===== src/rtl/player_input_arbiter.sv =====
// Purpose: synchronizes and debounces four player buttons, then latches the first press and the answer switches.
// Latency: a held raw press raises playerInputFlag DEBOUNCE_CYCLES+2 edges after it is first sampled.
// Backpressure: a capture stays pending until ack; re-arm waits until every debounced button is low.
// Optional build macro PLAYER_INPUT_ROUND_ROBIN_EN: rotating tie-break starting after the previous winner.
module player_input_arbiter #(
    parameter int DEBOUNCE_CYCLES = 16
) (
    input  logic       clk,
    input  logic       rst,
    input  logic [3:0] btn,
    input  logic [7:0] sw,
    input  logic       en,
    input  logic       ack,
    output logic       playerInputFlag,
    output logic [1:0] firstPlayerFlag,
    output logic [7:0] switchInput
);

    localparam int CW = 16;
    localparam logic [CW-1:0] CNT_LAST = CW'(DEBOUNCE_CYCLES - 1);

    typedef enum logic [1:0] {
        ARMED    = 2'd0,
        CAPTURED = 2'd1,
        RELEASE  = 2'd2
    } state_t;

    state_t        state;
    state_t        state_nxt;
    logic          capture;
    logic [3:0]    btn_s1;
    logic [3:0]    btn_s2;
    logic [7:0]    sw_s1;
    logic [7:0]    sw_s2;
    logic [3:0]    deb;
    logic [3:0]    deb_q;
    logic [CW-1:0] cnt [4];
    logic [3:0]    press;
    logic [1:0]    win;
`ifdef PLAYER_INPUT_ROUND_ROBIN_EN
    logic [1:0]    last_win;
    logic [1:0]    start;
    logic [1:0]    idx;
`endif

    // Two-flop synchronizers; only the second stage feeds any logic.
    always_ff @(posedge clk or negedge rst) begin
        if (!rst) begin
            btn_s1 <= '0;
            btn_s2 <= '0;
            sw_s1  <= '0;
            sw_s2  <= '0;
        end else begin
            btn_s1 <= btn;
            btn_s2 <= btn_s1;
            sw_s1  <= sw;
            sw_s2  <= sw_s1;
        end
    end

    // Per-button debouncer: flip the level after DEBOUNCE_CYCLES consecutive disagreeing cycles.
    always_ff @(posedge clk or negedge rst) begin
        if (!rst) begin
            deb   <= '0;
            deb_q <= '0;
            for (int i = 0; i < 4; i++) begin
                cnt[i] <= '0;
            end
        end else begin
            deb_q <= deb;
            for (int i = 0; i < 4; i++) begin
                if (btn_s2[i] == deb[i]) begin
                    cnt[i] <= '0;
                end else if (cnt[i] == CNT_LAST) begin
                    deb[i] <= ~deb[i];
                    cnt[i] <= '0;
                end else begin
                    cnt[i] <= cnt[i] + 1'b1;
                end
            end
        end
    end

    // A press event is a rising edge of the debounced level, alive for one cycle.
    assign press = deb & ~deb_q;

`ifdef PLAYER_INPUT_ROUND_ROBIN_EN
    // Rotating pick: scan from last_win+1 upward with wrap; descending loop lets the nearest one win.
    always_comb begin
        win   = 2'd0;
        idx   = 2'd0;
        start = last_win + 2'd1;
        for (int k = 3; k >= 0; k--) begin
            idx = start + 2'(k);
            if (press[idx]) begin
                win = idx;
            end
        end
    end

    // Remember who won last so the next tie starts just after them.
    always_ff @(posedge clk or negedge rst) begin
        if (!rst) begin
            last_win <= 2'd3;
        end else if (capture) begin
            last_win <= win;
        end
    end
`else
    // Fixed pick: lowest index among simultaneous presses.
    always_comb begin
        win = 2'd0;
        for (int k = 3; k >= 0; k--) begin
            if (press[k]) begin
                win = 2'(k);
            end
        end
    end
`endif

    // State register.
    always_ff @(posedge clk or negedge rst) begin
        if (!rst) begin
            state <= ARMED;
        end else begin
            state <= state_nxt;
        end
    end

    // Next-state: capture on an enabled press, release on ack, re-arm once all buttons are up.
    always_comb begin
        state_nxt = state;
        capture   = 1'b0;
        case (state)
            ARMED: begin
                if (en && (|press)) begin
                    state_nxt = CAPTURED;
                    capture   = 1'b1;
                end
            end
            CAPTURED: begin
                if (ack) begin
                    state_nxt = RELEASE;
                end
            end
            RELEASE: begin
                if (deb == 4'b0000) begin
                    state_nxt = ARMED;
                end
            end
            default: state_nxt = ARMED;
        endcase
    end

    // Registered outputs; the flag mirrors CAPTURED so it carries no input-to-output path.
    always_ff @(posedge clk or negedge rst) begin
        if (!rst) begin
            playerInputFlag <= 1'b0;
            firstPlayerFlag <= 2'd0;
            switchInput     <= 8'd0;
        end else begin
            playerInputFlag <= (state_nxt == CAPTURED);
            if (capture) begin
                firstPlayerFlag <= win;
                switchInput     <= sw_s2;
            end
        end
    end

endmodule


===== config.mk =====
export PLATFORM = sky130hd
export DESIGN_NAME = player_input_arbiter
export DESIGN_NICKNAME = d
export VERILOG_FILES = /design/src/rtl/player_input_arbiter.sv
export SDC_FILE = /design/constraint.sdc
export NUM_CORES = 1
export LEC_CHECK = 0
export CAP_MARGIN = 20
export CORE_UTILIZATION = 50
export CTS_CLUSTER_DIAMETER = 40
export CTS_CLUSTER_SIZE = 25
export DETAILED_ROUTE_END_ITERATION = 10
export PLACE_DENSITY = 0.72
export SETUP_SLACK_MARGIN = 0.5
export SLEW_MARGIN = 20
export SYNTH_ARGS = -nofsm -noshare
export SYNTH_HDL_FRONTEND = slang
export SYNTH_SLANG_ARGS = --single-unit

===== constraint.sdc =====
create_clock -name clk -period 4.6 [get_ports clk]
set_clock_uncertainty 0.2 [all_clocks]
set_input_delay 0.92 -clock clk [delete_from_list [all_inputs] [get_ports clk]]
set_output_delay 0.92 -clock clk [all_outputs]
set_load 0.03 [all_outputs]

==> results of run 1 <==
[power breakdown]
group	internal, mW	switching, mW
combinational	0.0272	0.0405
clock	0.194	0.293
sequential	0.979	0.0139
total	1.20	0.347
[cells by family (layout without fill, tap and decap cells)]
family,after synthesis,in the layout
AND/OR/NAND/NOR,183,183
XOR/XNOR,60,60
multiplexers,12,12
flip-flops,109,109
adder cells (fa/ha/maj),4,4
buffers and inverters,20,57
AO/OA/AOI/OAI,9,9
[final timing paths]
check	start	end	depth (start not counted)
min reg2reg	sw_s1[1]$_DFF_PN0_	sw_s2[1]$_DFF_PN0_	0
min	sw_s1[1]$_DFF_PN0_	sw_s2[1]$_DFF_PN0_	0
max	firstPlayerFlag[1]$_DFFE_PN0P_	firstPlayerFlag[1]	1
max in group asynchronous	rst	switchInput[0]$_DFFE_PN0P_	2
min in group asynchronous	rst	cnt[60]$_DFF_PN0_	1
max reg2reg	deb[1]$_DFFE_PN0P_	switchInput[0]$_DFFE_PN0P_	3
[metrics by stage]
step,cells,utilization [%],hold WS [ns]
after global placement,528,56.8,0.132
final,542,58.6,0.154
after CTS,542,58.6,0.157
after floorplan,397,-,0.131
after detailed placement,528,56.8,0.136
after global routing,542,58.6,0.162
[layer usage]
layer | vias to the layer above | wire length [um] | global-route usage, %
li1 | 1408 | - | -
met5 | - | 0 | 0
met4 | 0 | 167 | 6.77
met1 | 1419 | 3550 | 22.8
met3 | 11 | 215 | 4.47
met2 | 39 | 3600 | 28.3
[area by class of cell]
type	count	area share, %
Inverter	15	1.09
Clock inverter	3	0.459
Timing Repair Buffer	28	5.26
Sequential cell	109	52.6
Tap cell	108	2.61
Clock buffer	11	2.54
Multi-Input combinational cell	268	35.4
[state kept, by name, indices dropped and copies added (netlist names), 4 cells and up]
| name | flops |
|---|---|
| cnt | 64 |
| sw_s1 | 8 |
| sw_s2 | 8 |
| switchInput | 8 |
| btn_s1 | 4 |
| btn_s2 | 4 |
| deb | 4 |
| deb_q | 4 |
[cell usage in the layout (no fill, tap or decap), drive strengths merged, types with 11 or more instances in the layout]
| cell | instances |
|---|---|
| mux2 | 12 |
| xnor2 | 49 |
| nor3 | 14 |
| nor2 | 74 |
| inv | 16 |
| nor4 | 27 |
| xor2 | 11 |
| nand2 | 18 |
| nand4 | 14 |
| dfrtp | 109 |
| nand3 | 18 |
| clkbuf | 11 |
| clkdlybuf4s50 | 25 |
==> summary.txt, run 1 <==
Yosys
  • Syn Inst Count: 397
  • Synth Area in Simple Gates: between 20 and 25%
  • Most instantiated cells after synthesis: dfrtp_1 (109), nor2_1 (72), xnor2_1 (49)
  • Multiplexer share of the synthesized area: under 10%
  • Synth top area cells: dfrtp_1 (59%), xnor2_1 (9.2%), nor2_1 (5.8%), nor4_1 (2.7%), xor2_1 (2.1%)
  • Compound-cell area share of the yosys netlist: 1.56%
  • Biggest area consumer among synthesized cells: dfrtp_1
  • Seq/Total Area, Yosys: 58.6%
  • Syn_nets: 417
  • Post-Synth Adder-Cell Area: 1.07%
  • Syn_area_per_cell: 11.7 um2
  • Post-Syn Area: 4660 um2
  • Primary FF master, synth: dfrtp_1
  • Post-synthesis register bit count: 109
  • Xor/xnor share of the synthesized area: between 10% and 20%
  • Ys Warns: 0
  • Post-synth EDFFs: 0
  • Synth cell types: 33
  • Count leader, synth: dfrtp_1
  • Area share of the largest cell type after synthesis: 58.6%
  • Main combinational cell family by area after synthesis: simple AND/OR/NAND/NOR gates
  • Synth async-reset ratio: 100%

Setup path
  • Setup CP Type: reg2out
  • CP max FO: 2
  • Crit-path cells: clkdlybuf4s50_1
  • Slowest stage cell, crit path: clkdlybuf4s50_1
  • Delay-heaviest family, CP: buffers and inverters
  • Startpoint Class: flip-flop
  • CP arrival: 1.45 ns
  • Buf/Inv on CP: 1
  • CP Capture Type: output port
  • Slowest cell delay on critical path: just under 0.7 ns
  • CP required: 3.48 ns
  • Register-to-Register Setup Slack: 2.38 ns

Floorplan
  • Initial Util: 52.6%
  • IO Count: 27
  • Num rows: 34
  • Die area: 9700 um2
  • Core area: 8850 um2
  • DIE WIDTH: 98.5 um
  • Die height: 98.5 um

Global route
  • GR Util All Layers: roughly 17%
  • Total congestion overflow: 0
  • Largest net degree at the start of global routing: 54
  • Initial antenna violation count: 0
  • Vias in the first global route: 2916
  • First-pass GRT wire length: 13.4 mm

Drt
  • Total iterations of the first detailed-routing run: 9
  • Avg Vias per Cell: roughly 5.3
  • Routed Antenna Nets: 0
  • Drc violations: 1
  • Via count: 2877
  • WL/cell: 13.9 um
  • WL final: approximately 7.5 mm
  • Starting DRT DRC Count: 61

Cells and area
  • Final antenna diode count: 0
  • Fillers: between 700 and 800
  • Layout Nets: 451
  • Syn-to-layout area delta: 11.3%
  • Ratio of cells with drive above 1 in the final layout: 10.4%
  • Storage cell area: between 2000 and 3000 um2
  • Fin area: 5180 um2
  • Area of the multi-input gates: between 1500 and 2000 um2

Clock network
  • Root Driver: clkbuf_8
  • CTS tree: yes
  • # hold bufs at CTS: 0
  • Clk slew on worst S/H paths: 0.09 ns
  • Setup Buffers After CTS: 0
  • CTS sink count: 109
  • Post-CTS Resized: 0
  • H-tree depth: 3
  • CTS Buf Count: 9
  • Clock Latency Late Sink: 0.35 ns
  • Bufs on Longest Clock Path: 2

Pwr
  • Total Power: between 1.5 and 2 mW
  • VDD IR-drop max: 0.176 mV
  • Leak Pwr: roughly 2.2 nW
  • Power Density: a little under 300 nW/um2

STA
  • Worst relative slew slack: 35.1%
  • RSZ-0062 raised after global routing: false
  • Final period utilization: 55.9%
  • Fin Setup TNS: 0 ns
  • # setup viols final: 0
  • Final Max Tran Viols: 0
  • Endpoints failing hold: 0
  • Worst slew pin tran: 0.970 ns
  • F_max: 389 MHz
  • Final WS setup: ~2 ns
  • Fin crit period: 2.57 ns

Outcome
  • Failing checks: design-rule violations
  • Run status: finished, violations left

Placement
  • Final HPWL DP: 5.15 mm
  • GP Congestion: 0.816
  • PortBufs: 26
  • Dpl ws: 1.97 ns
  • Post-DP Area: 5030 um2

Flow run
  • Maxcap violations: 0

Worst hold path
  • Worst hold path class: reg2reg
Power figures use the tool's default switching activity.
==> inputs of run 2 (changes only) <==
Settings changed: PLACE_DENSITY 0.72 to 0.74.
Clock period 4.6 ns to 2.16 ns, I/O delays scaled along.
==> run 2 against run 1 <==
Net effect: largest cell class unchanged; final cell count grew 9.2%; the flow now finishes without violations; power grew 130%; count of clock-buffer cells in the layout shrank 2; clock power grew 140%; sequential share of layout area shrank 7.1 points; global-route usage grew 1.6 points; sequential power grew 110%.
==> summary.txt, run 2 (synthesized netlist as in run 1, its figures left out) <==
Drt
  • Starting DRT DRC Count: 71 (+16%)
  • Avg Vias per Cell: 5.39 (+1.5%)
  • Total iterations of the first detailed-routing run: 6 (-3)
  • Drc violations: 0 (-1)
  • WL final: 9.27 mm (+23%)
  • Routed Antenna Nets: 0 (unchanged)
  • Via count: 3189 (+11%)
  • WL/cell: 15.7 um (+13%)

Worst hold path
  • Hold depth: 0 (unchanged)
  • Worst hold path class: reg2reg
  • Hold path endpoint: btn_s2[3]$_DFF_PN0_
  • Min-delay src: btn_s1[3]$_DFF_PN0_

Clock network
  • Root Driver: clkbuf_8
  • Bufs on Longest Clock Path: 2 (unchanged)
  • CTS sink count: 109 (unchanged)
  • Clk slew on worst S/H paths: 0.11 ns (+0.02 ns)
  • H-tree depth: 3 (unchanged)
  • CTS Buf Count: 9 (unchanged)
  • CTS tree: yes
  • Clock Latency Late Sink: 0.37 ns (+0.02 ns)

Setup path
  • CP Capture Type: flip-flop
  • Slowest cell delay on critical path: 0.44 ns (-0.25 ns)
  • Reg2Reg Depth: 6 (+3)
  • FF-to-FF End: cnt[26]$_DFF_PN0_
  • Setup CP Type: reg2reg
  • RR Startpoint: cnt[16]$_DFF_PN0_
  • CP arrival: 1.81 ns (+0.36 ns)
  • Startpoint Class: flip-flop
  • Register-to-Register Setup Slack: 0.41 ns (-1.97 ns)
  • CP max FO: 5 (+3)
  • CP required: 2.22 ns (-1.26 ns)
  • Crit-path cells: ha_4, nand3_4, buf_4, nor3_1, xnor2_1, nor2_4
  • Slowest stage cell, crit path: dfrtp_1

Placement
  • PortBufs: 26 (unchanged)
  • Final HPWL DP: 5.26 mm (+2.0%)
  • Dpl ws: 0.0476 ns (-1.92 ns)
  • Post-DP Area: 5130 um2 (+2.0%)
  • GP Congestion: 0.817 (+0.16%)

STA
  • Final period utilization: 81.0%
  • Final Max Tran Viols: 0 (unchanged)
  • Fin Setup TNS: 0 ns (unchanged)
  • # setup viols final: 0 (unchanged)
  • Final WS setup: 0.410 ns (-1.62 ns)
  • RSZ-0062 raised after global routing: true
  • Endpoints failing hold: 0 (unchanged)
  • Worst relative slew slack: 68.9% (+34 points)
  • Worst slew pin tran: 0.465 ns (-0.505 ns)
  • Fin crit period: 1.75 ns
  • F_max: 572 MHz

Global route
  • Vias in the first global route: 3023 (+3.7%)
  • Largest net degree at the start of global routing: 49 (-9.3%)
  • GR Util All Layers: 19.0% (+1.6 points)
  • Total congestion overflow: 0 (unchanged)
  • Initial antenna violation count: 0 (unchanged)
  • First-pass GRT wire length: 14.5 mm (+7.6%)

Cells and area
  • Fin area: 6020 um2 (+16%)
  • Fillers: 623 (-15%)
  • Layout Nets: 499 (+11%)
  • Biggest register: cnt
  • Commonest non-fill, non-tap cells in the layout: dfrtp_1 (99), xnor2_1 (49), nor2_1 (45), buf_4 (39), nor2_4 (26)
  • Area of the multi-input gates: 2240 um2 (+22%)
  • Max reg flops: 64 (unchanged)
  • Final antenna diode count: 0 (unchanged)
  • Syn-to-layout area delta: 29.3%
  • Ratio of cells with drive above 1 in the final layout: 34.9% (+25 points)
  • Storage cell area: 2740 um2 (+0.46%)
  • Commonest non-fill, non-tap cell in the layout: dfrtp_1

Floorplan
  • Die height: 98.5 um (unchanged)
  • Initial Util: 52.6% (unchanged)
  • Num rows: 34 (unchanged)
  • DIE WIDTH: 98.5 um (unchanged)
  • IO Count: 27 (unchanged)
  • Die area: 9700 um2 (unchanged)
  • Core area: 8850 um2 (unchanged)

Pwr
  • Leak Pwr: 2.54 nW (+15%)
  • Power Density: 584 nW/um2 (+96%)
  • VDD IR-drop max: 0.397 mV (+130%)
  • Total Power: 3.52 mW (+130%)

Outcome
  • Run status: completed

Flow run
  • Maxcap violations: 0 (unchanged)
run 2: worst max path at each step:
stage / from / endpoint / slack [ns]
3_3_place_gp: en / switchInput[7]$_DFFE_PN0P_ / 0.03
3_5_place_dp: en / switchInput[7]$_DFFE_PN0P_ / 0.05
4_1_cts: deb[2]$_DFFE_PN0P_ / switchInput[1]$_DFFE_PN0P_ / 0.45
2_1_floorplan: deb[1]$_DFFE_PN0P_ / switchInput[1]$_DFFE_PN0P_ / 0.40
6_report: cnt[16]$_DFF_PN0_ / cnt[26]$_DFF_PN0_ / 0.41
5_1_grt: cnt[28]$_DFF_PN0_ / cnt[25]$_DFF_PN0_ / 0.34
run 2: area by class of cell:
class	count	area share, %
clock buffers	9	2.06
repair buffers	75	10.9
inverters	15	0.935
flip-flops and latches	109	45.5
well taps	108	2.24
clock inverters	7	1.12
multi-input cells	269	37.2
run 2: metrics by stage:
step	std cells	utilization [%]	hold WS [ns]
after global placement	538	57.9	0.133
final	592	68.0	0.157
after global routing	592	68.0	0.162
after detailed placement	538	57.9	0.135
after CTS	573	62.5	0.159
after floorplan	397	-	-0.0636
run 2: critical path: cells and delay by family (launching register included):
kind                       cells  cell delay (ns)
xor gates and xnor gates       1             0.22
adders and majority gates      1             0.17
DFF                            1             0.44
and+or+nand+nor                3             0.45
buffers and inverters          1             0.16
run 2: power by group:
group	switching [mW]	internal, mW
logic	0.122	0.107
clock network	0.728	0.444
registers	0.0323	2.08
total	0.882	2.63
run 2: repair_timing:
| item | 4_1_cts | 5_1_grt |
|---|---|---|
| resized for setup | 78 | 95 |
| gates cloned | 2 | 1 |
| pin swaps | 7 | 37 |
| endpoints found under the setup margin | 84 | 72 |
| setup buffers | 16 | 18 |
| hold buffers | 1 | 0 |
| endpoints found under the hold margin | 28 | 0 |
run 2: metal layers:
layer | global-route usage (%) | routed length, um | vias up
met3 | 4.47 | 261 | 16
met2 | 32.3 | 4800 | 57
met1 | 24.6 | 4030 | 1606
met4 | 5.40 | 184 | 0
li1 | - | - | 1510
met5 | 0 | 0 | -
==> inputs of run 3 (changes only) <==
Settings changed: PLACE_DENSITY 0.74 to 0.72.
Clock period 2.16 ns to 1.8 ns, I/O delays scaled along.
==> run 3 against run 2 <==
Net effect: cell area up 19%; critical endpoint is now switchInput[1]$_DFFE_PN0P_; sequential share of layout area down 7.1 points; sequential power up 20%; power up 18%; die area unchanged; final cell count up 11%; first-iteration DRC count up 52%; fmax down 0.96%; highest routed layer unchanged; non-clock buffer count up 60; via count up 11%; count of clock-buffer cells in the layout up 3.
==> summary.txt, run 3 (synthesized netlist as in run 1, its figures left out) <==
Global route
  • M1 GR Usage: 27.7% (+3.1 points)
  • Grt met2 use: 43.5% (+11 points)
  • GRT met3 Usage: 4.33% (-0.14 points)
  • GR Util All Layers: 23.9% (+4.8 points)
  • Total congestion overflow: 0 (unchanged)
  • First-pass GRT wire length: 17.9 mm (+23%)
  • GRT busiest layer: met2
  • Largest net degree at the start of global routing: 74 (+51%)
  • Vias in the first global route: 3734 (+24%)
  • Initial antenna violation count: 0 (unchanged)

Drt
  • WL final: 11.9 mm (+28%)
  • WL/cell: 18.1 um (+16%)
  • Starting DRT DRC Count: 108 (+52%)
  • Avg Vias per Cell: 5.42 (+0.64%)
  • Routed Antenna Nets: 0 (unchanged)
  • Total iterations of the first detailed-routing run: 6 (unchanged)
  • Via count: 3551 (+11%)
  • Drc violations: 0 (unchanged)

Clock network
  • Clk slew on worst S/H paths: 0.10 ns (about the same)
  • Root Driver: clkbuf_8
  • CTS tree: yes
  • CTS sink count: 109 (unchanged)
  • H-tree depth: 3 (unchanged)
  • Clock Latency Late Sink: 0.36 ns (about the same)
  • CTS Buf Count: 9 (unchanged)
  • Bufs on Longest Clock Path: 2 (unchanged)

Pwr
  • Switching Share: 23.8% (-1.3 points)
  • Clock group share of total power: 30.5% (-2.8 points)
  • Combinational power share: 8.2% (+1.7 points)
  • Switch Pwr: 990 uW (+12%)
  • Leak Pwr: 3.16 nW (+24%)
  • Sequential Power Share: 61.3% (+1.1 points)
  • VDD IR-drop max: 0.527 mV (+33%)
  • Int Pwr: 3.17 mW (+20%)
  • Power Density: 581 nW/um2 (-0.48%)

STA
  • # setup viols final: 0 (unchanged)
  • Fin crit period: 1.77 ns (+0.0170 ns)
  • Final period utilization: 98.1% (+17 points)
  • F_max: 566 MHz (-0.96%)
  • Final Max Tran Viols: 0 (unchanged)
  • Final hold slack: 0.154 ns (-0.00294 ns)
  • Final WS setup: 0.0335 ns (-0.377 ns)
  • Worst slew pin tran: 0.628 ns (+0.163 ns)
  • Worst relative slew slack: 58.1% (-11 points)
  • Endpoints failing hold: 0 (unchanged)
  • RSZ-0062 raised after global routing: true

Cells and area
  • Final Core Density: 80.9% (+13 points)
  • Storage cell area: 2750 um2 (+0.32%)
  • Area of the multi-input gates: 2780 um2 (+24%)
  • Syn-to-layout area delta: 53.7%
  • Final antenna diode count: 0 (unchanged)
  • Max reg flops: 64 (unchanged)
  • Final cell count without fillers: 655 (+11%)
  • Layout Nets: 562 (+13%)
  • Biggest register: cnt
  • Commonest non-fill, non-tap cells in the layout: dfrtp_1 (92), buf_4 (79), xnor2_1 (44), nor2_2 (36), buf_6 (33)
  • Fillers: 473 (-24%)
  • Fin area: 7160 um2 (+19%)
  • Commonest non-fill, non-tap cell in the layout: dfrtp_1
  • Ratio of cells with drive above 1 in the final layout: 53.6% (+19 points)

Worst hold path
  • Worst hold path class: reg2reg

Setup path
  • Startpoint Class: flip-flop
  • CP Capture Type: flip-flop
  • CP max FO: 9 (+4)
  • CP required: 1.85 ns (-0.37 ns)
  • Setup CP Type: reg2reg
  • CP arrival: 1.81 ns (about the same)

Placement
  • PortBufs: 26 (unchanged)
  • GP Congestion: 0.804 (-1.6%)
  • Dpl ws: -0.317 ns (-0.364 ns)
  • Final HPWL DP: 5.54 mm (+5.3%)
  • Post-DP Area: 5280 um2 (+3.1%)
  • Inst Count DP: 547 (+1.7%)

Floorplan
  • IO Count: 27 (unchanged)
  • Initial Util: 52.6% (unchanged)
  • Die height: 98.5 um (unchanged)
  • Die area: 9700 um2 (unchanged)
  • Num rows: 34 (unchanged)
  • DIE WIDTH: 98.5 um (unchanged)
  • Core area: 8850 um2 (unchanged)

Outcome
  • Run status: completed

Flow run
  • Maxcap violations: 0 (unchanged)
run 3: cell count changes in the layout (fill, tap and decap cells not counted), sizes merged, moves of 2 or more:
cell and change:
buf +60, clkbuf +3, nand2 +3, clkinv -2, inv -2
run 3: metrics by stage:
step                      power [mW]  TNS (ns)
after floorplan                 2.68         0
after global placement          2.78     -2.79
after detailed placement        2.79     -3.02
after CTS                       4.13         0
after global routing            4.32   -0.0162
final                           4.16         0
run 3: cell type report:
| class | instances | area share (%) |
|---|---|---|
| repair buffers | 135 | 17.8 |
| clock buffers | 12 | 1.89 |
| multi-input cells | 272 | 38.8 |
| inverters | 15 | 0.787 |
| clock inverters | 4 | 0.350 |
| flip-flops and latches | 109 | 38.4 |
| well taps | 108 | 1.89 |
run 3: path summary, 6_finish.rpt:
| path | to | from | depth (start not counted) | slack, ns |
|---|---|---|---|---|
| max in group asynchronous | cnt[25]$_DFF_PN0_ | rst | 3 | 0.62 |
| worst min-delay path | sw_s2[7]$_DFF_PN0_ | sw_s1[7]$_DFF_PN0_ | 0 | 0.15 |
| worst max-delay path | switchInput[1]$_DFFE_PN0P_ | deb[1]$_DFFE_PN0P_ | 4 | 0.03 |
| min in group asynchronous | cnt[55]$_DFF_PN0_ | rst | 3 | 0.34 |
| worst min register to register | sw_s2[7]$_DFF_PN0_ | sw_s1[7]$_DFF_PN0_ | 0 | 0.15 |
| worst max register to register | switchInput[1]$_DFFE_PN0P_ | deb[1]$_DFFE_PN0P_ | 4 | 0.03 |
run 3: power by group through the flow:
stage	combinational [mW]	clock, mW	sequential [mW]
6_report	0.341	1.27	2.55
5_1_grt	0.372	1.39	2.56
4_1_cts	0.280	1.30	2.55
3_5_place_dp	0.196	0	2.59
3_3_place_gp	0.191	0	2.59
2_1_floorplan	0.0788	0	2.60
run 3: what timing repair did:
action,4_1_cts,5_1_grt
endpoints found under the setup margin,89,92
gates resized for setup,182,95
buffers inserted,58,29
hold buffers,1,0
endpoints found under the hold margin,109,0
pin swaps,44,35
gates cloned,4,0
run 3: worst max-delay path, stage by stage, from the launching register on:
cell	delay, ns
dfrtp_1	0.40
nor2b_4	0.14
o41ai_4	0.37
buf_6	0.22
mux2_4	0.31
run 3: layer usage:
metal / wire [um] / share of wire (%)
met1: 4750 / 40
met2: 6480 / 55
met3: 338 / 2.8
met4: 304 / 2.6
met5: 0 / 0
